## src/rtl/stb_pkg.sv

```systemverilog
// -----------------------------------------------------------------------------
// stb_pkg
// Shared helpers for the store buffer: byte-lane count and word addressing.
// No ports; imported by stb_fwd and stb_fwd_sel.
// -----------------------------------------------------------------------------
package stb_pkg;

  localparam int unsigned BYTE_W = 32'd8;

  // log2 of a power-of-two value (number of right shifts to reach 1).
  function automatic int unsigned log2_pow2(input int unsigned v);
    int unsigned r;
    int unsigned x;
    r = 32'd0;
    x = v;
    while (x > 32'd1) begin
      x = x >> 1;
      r = r + 32'd1;
    end
    return r;
  endfunction

  // Number of byte lanes in a data word.
  function automatic int unsigned lane_count(input int unsigned data_width);
    return data_width / BYTE_W;
  endfunction

  // Byte address to word address: drop the in-word byte offset.
  function automatic logic [63:0] word_addr(input logic [63:0] addr, input int unsigned lanes);
    return addr >> log2_pow2(lanes);
  endfunction

endpackage

```

## src/rtl/stb_fwd_if.sv

```systemverilog
// -----------------------------------------------------------------------------
// stb_fwd_if
// Bundle of the store, load-probe, commit and status signals of stb_fwd.
//   master : core/cache side (drives i_*, observes o_*)
//   slave  : store buffer side (observes i_*, drives o_*)
// Parameters: ADDR_WIDTH, DATA_WIDTH (multiple of 8), N_LINES (sizes o_count).
// -----------------------------------------------------------------------------
interface stb_fwd_if #(
  parameter int ADDR_WIDTH = 32,
  parameter int DATA_WIDTH = 32,
  parameter int N_LINES    = 4
);
  localparam int LANES = DATA_WIDTH / 8;

  logic                     i_st_valid;
  logic                     o_st_ready;
  logic [ADDR_WIDTH-1:0]    i_st_addr;
  logic [DATA_WIDTH-1:0]    i_st_data;
  logic [LANES-1:0]         i_st_mask;
  logic                     i_ld_valid;
  logic [ADDR_WIDTH-1:0]    i_ld_addr;
  logic [LANES-1:0]         i_ld_mask;
  logic                     o_ld_hit;
  logic                     o_ld_partial;
  logic [DATA_WIDTH-1:0]    o_ld_data;
  logic                     o_cm_valid;
  logic                     i_cm_ready;
  logic [ADDR_WIDTH-1:0]    o_cm_addr;
  logic [DATA_WIDTH-1:0]    o_cm_data;
  logic [LANES-1:0]         o_cm_mask;
  logic                     i_fence;
  logic                     o_empty;
  logic [$clog2(N_LINES):0] o_count;

  modport master (
    output i_st_valid, i_st_addr, i_st_data, i_st_mask,
    output i_ld_valid, i_ld_addr, i_ld_mask,
    output i_cm_ready, i_fence,
    input  o_st_ready, o_ld_hit, o_ld_partial, o_ld_data,
    input  o_cm_valid, o_cm_addr, o_cm_data, o_cm_mask,
    input  o_empty, o_count
  );

  modport slave (
    input  i_st_valid, i_st_addr, i_st_data, i_st_mask,
    input  i_ld_valid, i_ld_addr, i_ld_mask,
    input  i_cm_ready, i_fence,
    output o_st_ready, o_ld_hit, o_ld_partial, o_ld_data,
    output o_cm_valid, o_cm_addr, o_cm_data, o_cm_mask,
    output o_empty, o_count
  );
endinterface

```

## src/rtl/stb_fwd_sel.sv

```systemverilog
// -----------------------------------------------------------------------------
// stb_fwd_sel
// Per-lane youngest-match select over the store queue.
//   valid_i/waddr_i/data_i/mask_i : queue contents, indexed by slot
//   head_i     : slot of the oldest entry
//   ld_waddr_i : load word address
//   covered_o  : lanes supplied by some matching entry
//   data_o     : per lane, the byte of the youngest matching entry (0 if none)
// -----------------------------------------------------------------------------
module stb_fwd_sel
  import stb_pkg::*;
#(
  parameter int ADDR_WIDTH = 32,
  parameter int DATA_WIDTH = 32,
  parameter int N_LINES    = 4
) (
  input  logic [N_LINES-1:0]                     valid_i,
  input  logic [N_LINES-1:0][ADDR_WIDTH-1:0]     waddr_i,
  input  logic [N_LINES-1:0][DATA_WIDTH-1:0]     data_i,
  input  logic [N_LINES-1:0][DATA_WIDTH/8-1:0]   mask_i,
  input  logic [$clog2(N_LINES)-1:0]             head_i,
  input  logic [ADDR_WIDTH-1:0]                  ld_waddr_i,
  output logic [DATA_WIDTH/8-1:0]                covered_o,
  output logic [DATA_WIDTH-1:0]                  data_o
);
  localparam int LANES = int'(lane_count(DATA_WIDTH));
  localparam int IW    = $clog2(N_LINES);

  logic [IW-1:0] idx;

  // Walk slots oldest to youngest; valid entries are contiguous from head, so
  // a later match overriding an earlier one leaves the youngest per lane.
  always_comb begin
    covered_o = '0;
    data_o    = '0;
    idx       = '0;
    for (int k = 0; k < N_LINES; k++) begin
      idx = head_i + IW'(k);
      if (valid_i[idx] && (waddr_i[idx] == ld_waddr_i)) begin
        for (int b = 0; b < LANES; b++) begin
          if (mask_i[idx][b]) begin
            covered_o[b]      = 1'b1;
            data_o[8*b +: 8]  = data_i[idx][8*b +: 8];
          end else begin
            covered_o[b]      = covered_o[b];
          end
        end
      end else begin
        covered_o = covered_o;
      end
    end
  end
endmodule

```

## src/rtl/stb_fwd.sv

```systemverilog
// -----------------------------------------------------------------------------
// stb_fwd
// Store buffer between MEM and the L1 D-cache: in-order circular queue with
// byte-granular store-to-load forwarding and a valid/ready commit channel.
//   clk  : clock
//   rst  : asynchronous active-high reset (drops all pending entries)
//   bus  : stb_fwd_if.slave (store in, load probe, commit out, fence, status)
// Build option: define STB_COALESCE_EN to merge a store into the newest entry
// when the word addresses match.
// -----------------------------------------------------------------------------
module stb_fwd
  import stb_pkg::*;
#(
  parameter int ADDR_WIDTH = 32,
  parameter int DATA_WIDTH = 32,
  parameter int N_LINES    = 4
) (
  input  logic     clk,
  input  logic     rst,
  stb_fwd_if.slave bus
);
  localparam int LANES      = int'(lane_count(DATA_WIDTH));
  localparam int LANE_SHIFT = int'(log2_pow2(LANES));
  localparam int IW         = $clog2(N_LINES);
  localparam int CW         = IW + 1;

  typedef struct packed {
    logic                  valid;
    logic [ADDR_WIDTH-1:0] waddr;
    logic [DATA_WIDTH-1:0] data;
    logic [LANES-1:0]      mask;
  } entry_t;

  entry_t [N_LINES-1:0] ent_q, ent_d;
  logic [IW-1:0]        head_q, head_d, tail_q, tail_d;
  logic [CW-1:0]        count_q, count_d;

  logic [ADDR_WIDTH-1:0] st_waddr, ld_waddr;
  logic                  st_ready, st_fire, st_alloc, cm_fire;
  entry_t                head_ent;

  logic [N_LINES-1:0]                   ent_valid;
  logic [N_LINES-1:0][ADDR_WIDTH-1:0]   ent_waddr;
  logic [N_LINES-1:0][DATA_WIDTH-1:0]   ent_data;
  logic [N_LINES-1:0][LANES-1:0]        ent_mask;
  logic [LANES-1:0]                     fwd_cov, ld_cov;
  logic [DATA_WIDTH-1:0]                fwd_data, ld_data;
  logic                                 ld_hit, ld_partial;

  assign st_waddr = ADDR_WIDTH'(word_addr(64'(bus.i_st_addr), LANES));
  assign ld_waddr = ADDR_WIDTH'(word_addr(64'(bus.i_ld_addr), LANES));
  assign head_ent = ent_q[head_q];
  assign cm_fire  = head_ent.valid && bus.i_cm_ready;
  assign st_fire  = bus.i_st_valid && st_ready;

`ifdef STB_COALESCE_EN
  logic [IW-1:0] newest_idx;
  logic          merge_hit;
  logic          st_merge;

  // A merge may not target the entry leaving through the commit port this cycle.
  assign newest_idx = tail_q - IW'(1);
  assign merge_hit  = (count_q != '0) && ent_q[newest_idx].valid &&
                      (ent_q[newest_idx].waddr == st_waddr) &&
                      !((newest_idx == head_q) && cm_fire);
  assign st_ready   = !bus.i_fence && ((count_q < CW'(N_LINES)) || merge_hit);
  assign st_merge   = st_fire && merge_hit;
  assign st_alloc   = st_fire && !merge_hit;
`else
  // Full is judged on count alone; a same-cycle commit does not free a slot early.
  assign st_ready   = !bus.i_fence && (count_q < CW'(N_LINES));
  assign st_alloc   = st_fire;
`endif

  // Queue state register.
  always_ff @(posedge clk or posedge rst) begin
    if (rst) begin
      ent_q   <= '0;
      head_q  <= '0;
      tail_q  <= '0;
      count_q <= '0;
    end else begin
      ent_q   <= ent_d;
      head_q  <= head_d;
      tail_q  <= tail_d;
      count_q <= count_d;
    end
  end

  // Next queue state: retire the head, allocate or merge the incoming store.
  always_comb begin
    ent_d  = ent_q;
    head_d = head_q;
    tail_d = tail_q;
    if (cm_fire) begin
      ent_d[head_q].valid = 1'b0;
      head_d              = head_q + IW'(1);
    end else begin
      head_d              = head_q;
    end
    if (st_alloc) begin
      ent_d[tail_q].valid = 1'b1;
      ent_d[tail_q].waddr = st_waddr;
      ent_d[tail_q].data  = bus.i_st_data;
      ent_d[tail_q].mask  = bus.i_st_mask;
      tail_d              = tail_q + IW'(1);
    end else begin
      tail_d              = tail_q;
    end
`ifdef STB_COALESCE_EN
    if (st_merge) begin
      for (int b = 0; b < LANES; b++) begin
        if (bus.i_st_mask[b]) begin
          ent_d[newest_idx].data[8*b +: 8] = bus.i_st_data[8*b +: 8];
        end else begin
          ent_d[newest_idx].data[8*b +: 8] = ent_q[newest_idx].data[8*b +: 8];
        end
      end
      ent_d[newest_idx].mask = ent_q[newest_idx].mask | bus.i_st_mask;
    end else begin
      ent_d[newest_idx] = ent_d[newest_idx];
    end
`endif
    count_d = count_q + CW'(st_alloc) - CW'(cm_fire);
  end

  // Split entries into per-field vectors for the lane selector.
  always_comb begin
    ent_valid = '0;
    ent_waddr = '0;
    ent_data  = '0;
    ent_mask  = '0;
    for (int i = 0; i < N_LINES; i++) begin
      ent_valid[i] = ent_q[i].valid;
      ent_waddr[i] = ent_q[i].waddr;
      ent_data[i]  = ent_q[i].data;
      ent_mask[i]  = ent_q[i].mask;
    end
  end

  stb_fwd_sel #(
    .ADDR_WIDTH (ADDR_WIDTH),
    .DATA_WIDTH (DATA_WIDTH),
    .N_LINES    (N_LINES)
  ) u_sel (
    .valid_i    (ent_valid),
    .waddr_i    (ent_waddr),
    .data_i     (ent_data),
    .mask_i     (ent_mask),
    .head_i     (head_q),
    .ld_waddr_i (ld_waddr),
    .covered_o  (fwd_cov),
    .data_o     (fwd_data)
  );

  // Load probe result: only lanes both requested and matched carry data.
  always_comb begin
    ld_cov     = fwd_cov & bus.i_ld_mask;
    ld_hit     = 1'b0;
    ld_partial = 1'b0;
    ld_data    = '0;
    if (bus.i_ld_valid) begin
      ld_hit     = (bus.i_ld_mask != '0) && (ld_cov == bus.i_ld_mask);
      ld_partial = (ld_cov != '0) && (ld_cov != bus.i_ld_mask);
      for (int b = 0; b < LANES; b++) begin
        if (ld_cov[b]) begin
          ld_data[8*b +: 8] = fwd_data[8*b +: 8];
        end else begin
          ld_data[8*b +: 8] = 8'h00;
        end
      end
    end else begin
      ld_hit     = 1'b0;
      ld_partial = 1'b0;
      ld_data    = '0;
    end
  end

  assign bus.o_st_ready   = st_ready;
  assign bus.o_ld_hit     = ld_hit;
  assign bus.o_ld_partial = ld_partial;
  assign bus.o_ld_data    = ld_data;
  assign bus.o_cm_valid   = head_ent.valid;
  assign bus.o_cm_addr    = head_ent.waddr << LANE_SHIFT;
  assign bus.o_cm_data    = head_ent.data;
  assign bus.o_cm_mask    = head_ent.mask;
  assign bus.o_empty      = (count_q == '0);
  assign bus.o_count      = count_q;
endmodule

```

## src/flat_wrapper.sv

```systemverilog
// flat-port wrapper written by rule: the top's interface ports become plain ports
module stb_fwd_flat import stb_pkg::*;
#(
  parameter int ADDR_WIDTH = 32,
  parameter int DATA_WIDTH = 32,
  parameter int N_LINES    = 4
)
  (clk, rst, bus_i_st_valid, bus_i_st_addr, bus_i_st_data, bus_i_st_mask, bus_i_ld_valid, bus_i_ld_addr, bus_i_ld_mask, bus_i_cm_ready, bus_i_fence, bus_o_st_ready, bus_o_ld_hit, bus_o_ld_partial, bus_o_ld_data, bus_o_cm_valid, bus_o_cm_addr, bus_o_cm_data, bus_o_cm_mask, bus_o_empty, bus_o_count);
  stb_fwd_if #(.ADDR_WIDTH(ADDR_WIDTH), .DATA_WIDTH(DATA_WIDTH), .N_LINES(N_LINES)) bus_i ();
  input  logic clk;
  input  logic rst;
  input wire logic [$bits(bus_i.i_st_valid)-1:0] bus_i_st_valid;
  input wire logic [$bits(bus_i.i_st_addr)-1:0] bus_i_st_addr;
  input wire logic [$bits(bus_i.i_st_data)-1:0] bus_i_st_data;
  input wire logic [$bits(bus_i.i_st_mask)-1:0] bus_i_st_mask;
  input wire logic [$bits(bus_i.i_ld_valid)-1:0] bus_i_ld_valid;
  input wire logic [$bits(bus_i.i_ld_addr)-1:0] bus_i_ld_addr;
  input wire logic [$bits(bus_i.i_ld_mask)-1:0] bus_i_ld_mask;
  input wire logic [$bits(bus_i.i_cm_ready)-1:0] bus_i_cm_ready;
  input wire logic [$bits(bus_i.i_fence)-1:0] bus_i_fence;
  output wire logic [$bits(bus_i.o_st_ready)-1:0] bus_o_st_ready;
  output wire logic [$bits(bus_i.o_ld_hit)-1:0] bus_o_ld_hit;
  output wire logic [$bits(bus_i.o_ld_partial)-1:0] bus_o_ld_partial;
  output wire logic [$bits(bus_i.o_ld_data)-1:0] bus_o_ld_data;
  output wire logic [$bits(bus_i.o_cm_valid)-1:0] bus_o_cm_valid;
  output wire logic [$bits(bus_i.o_cm_addr)-1:0] bus_o_cm_addr;
  output wire logic [$bits(bus_i.o_cm_data)-1:0] bus_o_cm_data;
  output wire logic [$bits(bus_i.o_cm_mask)-1:0] bus_o_cm_mask;
  output wire logic [$bits(bus_i.o_empty)-1:0] bus_o_empty;
  output wire logic [$bits(bus_i.o_count)-1:0] bus_o_count;
  assign bus_i.i_st_valid = bus_i_st_valid;
  assign bus_i.i_st_addr = bus_i_st_addr;
  assign bus_i.i_st_data = bus_i_st_data;
  assign bus_i.i_st_mask = bus_i_st_mask;
  assign bus_i.i_ld_valid = bus_i_ld_valid;
  assign bus_i.i_ld_addr = bus_i_ld_addr;
  assign bus_i.i_ld_mask = bus_i_ld_mask;
  assign bus_i.i_cm_ready = bus_i_cm_ready;
  assign bus_i.i_fence = bus_i_fence;
  assign bus_o_st_ready = bus_i.o_st_ready;
  assign bus_o_ld_hit = bus_i.o_ld_hit;
  assign bus_o_ld_partial = bus_i.o_ld_partial;
  assign bus_o_ld_data = bus_i.o_ld_data;
  assign bus_o_cm_valid = bus_i.o_cm_valid;
  assign bus_o_cm_addr = bus_i.o_cm_addr;
  assign bus_o_cm_data = bus_i.o_cm_data;
  assign bus_o_cm_mask = bus_i.o_cm_mask;
  assign bus_o_empty = bus_i.o_empty;
  assign bus_o_count = bus_i.o_count;
  stb_fwd #(.ADDR_WIDTH(ADDR_WIDTH), .DATA_WIDTH(DATA_WIDTH), .N_LINES(N_LINES)) u_core (.clk(clk), .rst(rst), .bus(bus_i));
endmodule
```

## config.mk

```make
export PLATFORM = sky130hd
export DESIGN_NAME = stb_fwd_flat
export DESIGN_NICKNAME = d
export VERILOG_FILES = /design/src/rtl/stb_pkg.sv /design/src/rtl/stb_fwd_if.sv /design/src/rtl/stb_fwd_sel.sv /design/src/rtl/stb_fwd.sv /design/src/flat_wrapper.sv
export SDC_FILE = /design/constraint.sdc
export NUM_CORES = 1
export LEC_CHECK = 0
export CAP_MARGIN = 0
export CORE_UTILIZATION = 63
export CTS_BUF_LIST = sky130_fd_sc_hd__clkbuf_4 sky130_fd_sc_hd__clkbuf_8 sky130_fd_sc_hd__clkbuf_16
export CTS_CLUSTER_DIAMETER = 200
export DETAILED_ROUTE_END_ITERATION = 6
export PLACE_DENSITY = 0.87
export REMOVE_ABC_BUFFERS = 1
export SYNTH_ARGS = -nofsm -noshare
export SYNTH_HDL_FRONTEND = slang
export SYNTH_SLANG_ARGS = --single-unit
```

## constraint.sdc

```tcl
create_clock -name clk -period 16.5 [get_ports clk]
set_clock_uncertainty 0.05 [all_clocks]
set_input_delay 4.125 -clock clk [delete_from_list [all_inputs] [get_ports clk]]
set_output_delay 4.125 -clock clk [all_outputs]
set_load 0.02 [all_outputs]
```

==> flow_metrics.py, run 1 <==
metrics = {
    "run_status": {
        "outcome": "completed",
    },
    "synthesis": {
        "synth_cell_type_count": 72,
        "syn_area_sq_um": 20600,
        "synth_seq_cells": 275,
        "async_flop_share_pct": 100.0,
        "synth_edf_count": 0,
        "synth_cells": 1533,
        "syn_avg_cell_area_sq_um": 13.44,
        "yosys_warnings": 0,
        "ys.flop_type": "dfrtp_1",
        "yosysSeqAreaShare_pct": 33.40,
    },
    "sta": {
        "maxSlewHeadroom_pct": 5.787,
        "timing.fmax_ghz": 0.07610,
        "drv_slew": 0,
        "finalHoldViolations": 0,
        "rsz0062_at_grt": "false",
        "finalSetupViolCount": 0,
        "min_period_over_period_pct": 79.64,
        "hold_slack_ns": 0.5225,
        "worst_pin_slew_ns": 1.391,
        "period_minus_slack_ns": 13.14,
        "fin_tns_setup_ns": 0,
    },
    "clock_network": {
        "clockBufferDepth": 3,
        "clk-insertion-delay-late_ns": 0.58,
        "cts_max_level": 1,
        "hold_buffers": 0,
        "clk_pin_slew_ns": 0.06,
        "cts.sinks": 275,
        "post_cts.repair.setup_buffers": 0,
        "cts_tree": "done",
        "clock_tree.root_cell": "clkbuf_16",
        "cts_buffers": 31,
        "post_cts_resized": 0,
    },
    "routing": {
        "initialDrtViolationCount": 1956,
        "vias": 15360,
        "wl_mm": 56.87,
        "postRouteAntennaNets": 0,
        "drt-wirelength-per-cell_um": 26.97,
        "drtPass1Iterations": 6,
        "post-route-drc-count": 0,
        "viasPerCell": 7.281,
    },
    "pwr": {
        "p_per_area_nw_per_um2": 242.2,
        "switchingPower_mw": 2.392,
        "p_clk_share_pct": 12.8,
        "switching_share_pct": 41.47,
        "seqPwrFrac_pct": 25.9,
        "p_int_mw": 3.377,
        "p_leak_nw": 9.312,
        "p_comb_share_pct": 61.3,
        "vdd_drop_max_mv": 0.2645,
    },
    "floorplan": {
        "dieHeight_um": 182.8,
        "initial_core_util_pct": 64.62,
        "design.die.area_sq_um": 33430,
        "ioPinCount": 218,
        "coreArea_sq_um": 31880,
        "row_count": 65,
        "die_w_um": 182.8,
    },
    "hold_path": {
        "whs_path_depth": 1,
        "hold_path.startpoint": "u_core.ent_q[206]$_DFF_PP0_",
        "hold_class": "reg2reg",
        "whs_endpoint": "u_core.ent_q[206]$_DFF_PP0_",
    },
    "worst_setup_path": {
        "regToRegSetupSlack_ns": 12.09,
        "endpoint_kind": "output pin",
        "path_max_fanout": 11,
        "worstPathArrival_ns": 8.97,
        "worstPathRequired_ns": 12.33,
        "r2r_start": "u_core.head_q[1]$_DFFE_PP0P_",
        "path_class": "in2out",
        "reg2regPathDepth": 10,
        "worstReg2RegEnd": "u_core.bus.o_count[2]$_DFF_PP0_",
        "start_kind": "input pin",
    },
    "global_route": {
        "grt_pass1_vias": 15440,
        "grt_pass1_wl_mm": 89.62,
        "grt_max_degree": 154,
        "gr-total-overflow": 0,
        "antenna_found_initial": 6,
        "grtUsageTotal_pct": 34.76,
    },
    "placement": {
        "placed_area_sq_um": 22710,
        "dpl.hpwl_mm": 37.92,
        "port_buffers": 211,
        "place_congestion": 0.9772,
    },
    "cells_and_area": {
        "post-route-util_pct": 74.71,
        "syn_to_final_growth_pct": 15.61,
        "multi_input_area_sq_um": 12890,
        "final_layout_size_suffix_gt1_share_pct": 36.16,
        "nets": 1769,
        "nFillCells": 2036,
        "regArea_sq_um": 6889,
        "design_area_sq_um": 23820,
    },
    "job": {
        "maxCapViolCount": 0,
    },
}
## sequential cells by signal, indices dropped and copies added (netlist names)
signal	flops
u_core.ent_data	128
u_core.ent_q	124
u_core.ent_mask	16
u_core.bus.o_count	3
u_core.head_q	2
u_core.tail_q	2
## worst max-delay path: stages
cell and delay, ns:
clkdlybuf4s50_1 0.67, nand2b_1 0.16, o22ai_1 0.10, a2111oi_0 0.58, nand4_1 0.24, nor4_2 0.52
nand4_1 0.83, a311o_1 0.76, o22ai_1 0.29, clkdlybuf4s50_1 0.67
## synthesized netlist by cell type (28+ instances only)
library cell  number  area [sq um]
dfrtp_1          275          6882
nand2_1           33         123.9
clkbuf_1          44         165.2
xnor2_1           77         674.4
mux4_2           226          5090
buf_1             28         105.1
buf_2             46         230.2
mux2_2           282          3176
mux2i_1          107          1071
inv_1             35         131.4
xor2_1            29         254.0
## layout make-up
class / count / area share [%]
Multi-Input combinational cell: 1077 / 54.13
Sequential cell: 275 / 28.93
Timing Repair Buffer: 226 / 9.393
Clock buffer: 43 / 3.846
Tap cell: 435 / 2.285
Clock inverter: 15 / 0.7985
Inverter: 37 / 0.6147
Antenna cell: 1 / 0.01051
## how the worst max path moves through the flow
stage,start,to,depth (start not counted)
5_1_grt,bus_i_ld_addr[5],bus_o_ld_data[8],10
3_5_place_dp,bus_i_ld_addr[2],bus_o_ld_data[8],10
4_1_cts,bus_i_ld_addr[2],bus_o_ld_data[8],10
3_3_place_gp,bus_i_ld_addr[15],bus_o_ld_partial,10
6_report,bus_i_ld_addr[2],bus_o_ld_data[8],10
2_1_floorplan,u_core.head_q[0]$_DFFE_PP0P_,bus_o_ld_data[15],10
## power groups by stage
stage / logic, mW / clock network [mW] / registers [mW]
2_1_floorplan: 2.93 / 0 / 1.46
3_3_place_gp: 3.40 / 0 / 1.43
3_5_place_dp: 3.47 / 0 / 1.48
4_1_cts: 3.51 / 0.747 / 1.48
5_1_grt: 3.72 / 0.776 / 1.55
6_report: 3.53 / 0.740 / 1.50
## layer usage
layer  up-vias  GRT usage, %  routed length, um
met5         -             0                 55
met4         8         13.27               2264
met3       161         7.347               5663
met2       914         56.17              27640
met1      7935         46.62              21250
li1       6337             -                  -
## cell families (layout without fill, tap and decap cells)
kind of cell | count (synthesis) | in the layout | share of synthesized area (%)
buffers and inverters | 182 | 321 | 4.197
AOI/OAI and AO/OA | 186 | 186 | 7.367
DFF | 275 | 275 | 33.40
muxes | 615 | 615 | 45.32
other | 1 | 3 | 0.01820
and+or+nand+nor | 157 | 157 | 4.482
adders and majority gates | 11 | 11 | 0.7045
xor gates and xnor gates | 106 | 106 | 4.507
## per-stage QoR
stage	setup slack, ns	cells	power [mW]
2_1_floorplan	-7.383	1389	4.388
3_3_place_gp	3.552	2050	4.821
3_5_place_dp	3.463	2050	4.954
4_1_cts	3.439	2108	5.733
5_1_grt	3.233	2109	6.049
6_report	3.359	2109	5.769
## cells in the final DEF, fill, tap and decap left out, types with 15 or more instances in the layout
cell type and instances:
nand4_1 20, a221o_1 24, inv_1 34, o21a_1 24
mux4_2 226, nand3_1 17, mux2_2 282, nand2_1 33
mux2i_1 107, clkbuf_16 31, o22ai_1 15, a32o_1 24
dfrtp_1 273, and3_1 15, xnor2_1 77, clkdlybuf4s50_1 211
nor2_1 17, xor2_1 29
Power figures use the tool's default switching activity.
==> run 2: changes to the inputs <==
--- a/config.mk
+++ b/config.mk
@@ -6,11 +6,11 @@
 export NUM_CORES = 1
 export LEC_CHECK = 0
 export CAP_MARGIN = 0
-export CORE_UTILIZATION = 63
+export CORE_UTILIZATION = 58
 export CTS_BUF_LIST = sky130_fd_sc_hd__clkbuf_4 sky130_fd_sc_hd__clkbuf_8 sky130_fd_sc_hd__clkbuf_16
 export CTS_CLUSTER_DIAMETER = 200
 export DETAILED_ROUTE_END_ITERATION = 6
-export PLACE_DENSITY = 0.87
+export PLACE_DENSITY = 0.81
 export REMOVE_ABC_BUFFERS = 1
 export SYNTH_ARGS = -nofsm -noshare
 export SYNTH_HDL_FRONTEND = slang
==> constraint.sdc (replaced) <==
create_clock -name clk -period 13.05 [get_ports clk]
set_clock_uncertainty 0.05 [all_clocks]
set_input_delay 3.2625 -clock clk [delete_from_list [all_inputs] [get_ports clk]]
set_output_delay 3.2625 -clock clk [all_outputs]
set_load 0.02 [all_outputs]
==> flow_metrics.py, run 2 (same netlist as run 1, synthesis figures left out) <==
metrics = {
    "routing": {
        "initialDrtViolationCount": 1422,
        "viasPerCell": 7.125,
        "vias": 15190,
        "drtPass1Iterations": 5,
        "post-route-drc-count": 0,
        "postRouteAntennaNets": 0,
        "drt-wirelength-per-cell_um": 26.62,
        "wl_mm": 56.75,
    },
    "worst_setup_path": {
        "worstPathRequired_ns": 9.74,
        "cp_num_buf_inv": 2,
        "start_kind": "input pin",
        "cpMaxStageDelayCell": "a31oi_2",
        "cpLargestDelayFamily": "simple AND/OR/NAND/NOR gates",
        "slowest_delay_ns": 0.83,
        "worstPathArrival_ns": 8.07,
        "path_max_fanout": 11,
        "endpoint_kind": "output pin",
        "crit_chain": "clkdlybuf4s50_1, nand2b_1, o32ai_1, a2111oi_0, nand4_1, nor4_2, nand4_1, a31oi_2, nor4_1, and3b_1, clkdlybuf4s50_1",
        "path_class": "in2out",
    },
    "clock_network": {
        "cts.sinks": 275,
        "cts_buffers": 31,
        "hold_buffers": 0,
        "post_cts_resized": 0,
        "clk_pin_slew_ns": 0.06,
        "clockBufferDepth": 3,
        "clk-insertion-delay-late_ns": 0.58,
        "cts_max_level": 1,
        "clock_tree.root_cell": "clkbuf_16",
        "post_cts.repair.setup_buffers": 0,
        "cts_tree": "done",
    },
    "sta": {
        "drv_slew": 0,
        "finalHoldViolations": 0,
        "hold_slack_ns": 0.5252,
        "min_period_over_period_pct": 87.24,
        "maxSlewHeadroom_pct": 21.28,
        "period_minus_slack_ns": 11.38,
        "timing.fmax_ghz": 0.08784,
        "worst_pin_slew_ns": 1.170,
        "rsz0062_at_grt": "false",
        "finalSetupViolCount": 0,
    },
    "floorplan": {
        "ioPinCount": 218,
        "row_count": 68,
        "initial_core_util_pct": 59.35,
        "coreArea_sq_um": 34710,
        "dieHeight_um": 190.5,
        "design.die.area_sq_um": 36280,
        "die_w_um": 190.5,
    },
    "pwr": {
        "p_int_mw": 4.258,
        "p_comb_share_pct": 61.5,
        "p_clk_share_pct": 12.7,
        "p_per_area_nw_per_um2": 303.9,
        "p_leak_nw": 9.323,
        "seqPwrFrac_pct": 25.8,
        "switchingPower_mw": 2.992,
        "vdd_drop_max_mv": 0.2091,
        "switching_share_pct": 41.27,
        "power_mw": 7.250,
    },
    "run_status": {
        "outcome": "completed",
    },
    "cells_and_area": {
        "syn_to_final_growth_pct": 15.80,
        "regArea_sq_um": 6889,
        "nFillCells": 2397,
        "mostFrequentLayoutCell": "mux2_2",
        "largest_register_ffs": 128,
        "final_cell_mix": "mux2_2, dfrtp_1, mux4_2, clkdlybuf4s50_1, mux2i_1",
        "multi_input_area_sq_um": 12890,
        "nets": 1771,
        "final_layout_size_suffix_gt1_share_pct": 36.20,
    },
    "job": {
        "maxCapViolCount": 0,
    },
    "hold_path": {
        "hold_class": "reg2reg",
    },
    "placement": {
        "place_congestion": 0.9648,
        "dpl.hpwl_mm": 38.22,
        "port_buffers": 211,
    },
    "global_route": {
        "grt_pass1_vias": 15050,
        "antenna_found_initial": 5,
        "grt_pass1_wl_mm": 87.83,
        "grt_max_degree": 138,
        "grtUsageTotal_pct": 31.47,
        "gr-total-overflow": 0,
    },
}
run 2: final timing paths:
kind	slack (ns)	to	from	cells past startpoint
max in group asynchronous	8.08	u_core.ent_data[85]$_DFFE_PP0P_	rst	3
min in group asynchronous	3.18	u_core.ent_q[58]$_DFFE_PP0P_	rst	2
hold reg to reg	0.53	u_core.ent_data[116]$_DFFE_PP0P_	u_core.ent_data[116]$_DFFE_PP0P_	1
hold / removal	0.53	u_core.ent_data[116]$_DFFE_PP0P_	u_core.ent_data[116]$_DFFE_PP0P_	1
setup / recovery	1.67	bus_o_ld_partial	bus_i_ld_addr[31]	11
setup reg to reg	9.02	u_core.bus.o_count[2]$_DFF_PP0_	u_core.head_q[1]$_DFFE_PP0P_	10
run 2: per-stage QoR:
stage               utilization, %  instance area, sq um  setup TNS, ns  std cells  setup slack (ns)
finish                       68.72                 23860              0       2132             1.666
global route                 68.72                 23860              0       2132             1.516
CTS                          68.70                 23850              0       2129             1.738
detailed placement           65.57                 22760              0       2072             1.757
global placement             65.57                 22760              0       2072             1.829
floorplan                        -                 19880        -355.56       1389            -9.971
run 2: cell type report:
type / count / share of cell area (%)
repair buffers: 228 / 9.493
diodes: 3 / 0.03147
clock inverters: 7 / 0.4196
well taps: 455 / 2.386
flip-flops and latches: 275 / 28.88
inverters: 37 / 0.6137
clock buffers: 50 / 4.138
multi-input cells: 1077 / 54.04
run 2: worst register-to-register path, delay by kind of cell, from the launching register on:
| family | cells | cell delay [ns] |
|---|---|---|
| buffers and inverters | 3 | 0.74 |
| adders and majority gates | 3 | 0.84 |
| DFF | 1 | 1.03 |
| and+or+nand+nor | 1 | 0.29 |
| xor gates and xnor gates | 2 | 0.32 |
| muxes | 1 | 0.68 |
run 2: power by group through the flow:
stage	combinational, mW	clock, mW	sequential (mW)
3_5_place_dp	4.41	0	1.86
6_report	4.46	0.919	1.87
2_1_floorplan	3.70	0	1.85
3_3_place_gp	4.33	0	1.79
5_1_grt	4.70	0.967	1.94
4_1_cts	4.44	0.933	1.85
run 2: per-layer routing:
layer	global-route usage, %	share of wire [%]	wire length (um)
met2	50.34	48	27310
met1	43.18	39	22370
met5	0	0.046	26
met4	11.72	3.7	2110
met3	5.576	8.7	4925
==> run 3: changes to the inputs <==
--- a/config.mk
+++ b/config.mk
@@ -6,11 +6,12 @@
 export NUM_CORES = 1
 export LEC_CHECK = 0
 export CAP_MARGIN = 0
-export CORE_UTILIZATION = 58
+export CORE_UTILIZATION = 64
 export CTS_BUF_LIST = sky130_fd_sc_hd__clkbuf_4 sky130_fd_sc_hd__clkbuf_8 sky130_fd_sc_hd__clkbuf_16
 export CTS_CLUSTER_DIAMETER = 200
 export DETAILED_ROUTE_END_ITERATION = 6
-export PLACE_DENSITY = 0.81
+export DONT_BUFFER_PORTS = 1
+export PLACE_DENSITY = 0.8
 export REMOVE_ABC_BUFFERS = 1
 export SYNTH_ARGS = -nofsm -noshare
 export SYNTH_HDL_FRONTEND = slang
==> flow_metrics.py, run 3 (same netlist as run 1, synthesis figures left out) <==
metrics = {
    "run_status": {
        "outcome": "completed",
    },
    "pwr": {
        "switchingPower_mw": 2.934,
        "p_comb_share_pct": 58.6,
        "switching_share_pct": 42.82,
        "vdd_drop_max_mv": 0.2421,
        "p_per_area_nw_per_um2": 316.0,
        "p_clk_share_pct": 13.8,
        "seqPwrFrac_pct": 27.6,
        "p_leak_nw": 8.535,
        "p_int_mw": 3.919,
    },
    "sta": {
        "hold_slack_ns": 0.5217,
        "rsz0062_at_grt": "false",
        "finalSetupViolCount": 0,
        "timing.fmax_ghz": 0.09772,
        "finalHoldViolations": 0,
        "maxSlewHeadroom_pct": 25.54,
        "min_period_over_period_pct": 78.42,
        "drv_slew": 0,
        "worst_pin_slew_ns": 1.117,
        "period_minus_slack_ns": 10.23,
        "fin_tns_setup_ns": 0,
    },
    "clock_network": {
        "cts_buffers": 34,
        "post_cts_resized": 0,
        "cts_tree": "done",
        "cts_max_level": 2,
        "clockBufferDepth": 3,
        "hold_buffers": 0,
        "clock_tree.root_cell": "clkbuf_16",
        "clk-insertion-delay-late_ns": 0.52,
        "cts.sinks": 275,
        "post_cts.repair.setup_buffers": 0,
        "clk_pin_slew_ns": 0.06,
    },
    "worst_setup_path": {
        "regToRegSetupSlack_ns": 9.53,
        "cpMaxStageDelayCell": "nand4_1",
        "worstReg2RegEnd": "u_core.bus.o_count[2]$_DFF_PP0_",
        "start_kind": "input pin",
        "path_class": "in2out",
        "worstPathArrival_ns": 6.92,
        "worstPathRequired_ns": 9.74,
        "reg2regPathDepth": 9,
        "crit_chain": "nand2b_1, o22ai_1, a2111oi_0, nand4_1, nor4_2, nand4_1, a311o_1, o22ai_1",
        "cp_num_buf_inv": 0,
        "endpoint_kind": "output pin",
        "slowest_delay_ns": 0.81,
        "r2r_start": "u_core.head_q[1]$_DFFE_PP0P_",
        "path_max_fanout": 11,
        "cpLargestDelayFamily": "compound AO/OA/AOI/OAI gates",
        "setup.worst_path.start": "bus_i_ld_addr[2]",
    },
    "cells_and_area": {
        "mostFrequentLayoutCell": "mux2_2",
        "final_cell_mix": "mux2_2, dfrtp_1, mux4_2, mux2i_1, xnor2_1",
        "nets": 1562,
        "nFillCells": 2179,
        "final_layout_size_suffix_gt1_share_pct": 41.46,
        "final_cells": 1866,
        "n_antenna_cell": 0,
        "largest_register_ffs": 128,
        "syn_to_final_growth_pct": 5.254,
        "regArea_sq_um": 6889,
        "multi_input_area_sq_um": 12900,
        "post-route-util_pct": 68.54,
    },
    "global_route": {
        "grt_pass1_vias": 14330,
        "grtUsageTotal_pct": 34.24,
        "grt_use_met1_pct": 45.54,
        "busiest_layer": "met2",
        "grt_util_met2_pct": 53.31,
        "grt_pass1_wl_mm": 86.19,
        "antenna_found_initial": 0,
        "globalRouteMet3Util_pct": 10.35,
        "grt_max_degree": 156,
        "gr-total-overflow": 0,
    },
    "floorplan": {
        "coreArea_sq_um": 31640,
        "dieHeight_um": 181.4,
        "design.die.area_sq_um": 32910,
        "die_w_um": 181.4,
        "row_count": 65,
        "initial_core_util_pct": 65.12,
        "ioPinCount": 218,
    },
    "hold_path": {
        "hold_path.startpoint": "u_core.ent_data[108]$_DFFE_PP0P_",
        "hold_class": "reg2reg",
        "whs_path_depth": 1,
        "whs_endpoint": "u_core.ent_data[108]$_DFFE_PP0P_",
    },
    "placement": {
        "place_congestion": 0.9603,
        "dpl.hpwl_mm": 36.92,
        "port_buffers": 0,
        "dp.cells": 1807,
    },
    "routing": {
        "viasPerCell": 7.659,
        "drt-wirelength-per-cell_um": 29.57,
        "postRouteAntennaNets": 0,
        "post-route-drc-count": 0,
        "initialDrtViolationCount": 1498,
        "wl_mm": 55.18,
        "vias": 14290,
        "drtPass1Iterations": 6,
    },
    "job": {
        "maxCapViolCount": 0,
    },
}
==> run 3: power groups by stage <==
stage	Combinational, mW	Sequential, mW	Clock [mW]
after floorplan	3.70	1.85	0
after global placement	3.88	1.81	0
after detailed placement	3.97	1.87	0
after CTS	4.00	1.87	0.960
after global routing	4.24	1.96	0.991
final	4.02	1.89	0.944
==> run 3: stage by stage <==
stage          area [sq um]  setup slack (ns)  power, mW
2_1_floorplan         19880            -9.971      5.547
3_3_place_gp          20570             2.938      5.689
3_5_place_dp          20570             2.901      5.846
4_1_cts               21680             2.818      6.824
5_1_grt               21680             2.414      7.196
6_report              21680             2.816      6.853
==> run 3: routing by layer <==
layer,vias up,share of wire [%]
met5,-,0
met4,0,3.9
met3,152,11
met2,764,47
met1,7445,38
li1,5930,-
==> run 3: how the worst max path moves through the flow <==
stage | end | depth (start not counted)
global route | bus_o_ld_data[10] | 11
CTS | bus_o_ld_partial | 11
global placement | bus_o_ld_data[10] | 8
finish | bus_o_ld_data[10] | 8
floorplan | bus_o_ld_data[15] | 10
detailed placement | bus_o_ld_partial | 9
==> run 3: cell type report <==
| cell class | instances | area share (%) |
|---|---|---|
| clock buffers | 50 | 4.761 |
| repair buffers | 16 | 0.6117 |
| clock inverters | 9 | 0.3693 |
| well taps | 402 | 2.320 |
| inverters | 37 | 0.6751 |
| multi-input cells | 1077 | 59.49 |
| flip-flops and latches | 275 | 31.77 |
==> run 3: worst reg2reg max path, cell delays in order, from the launching register on <==
cell,delay [ns]
dfrtp_4,1.02
mux4_2,0.75
and2_1,0.32
ha_1,0.31
inv_1,0.05
ha_1,0.13
inv_1,0.06
fa_1,0.42
xnor2_1,0.15
xnor2_1,0.13
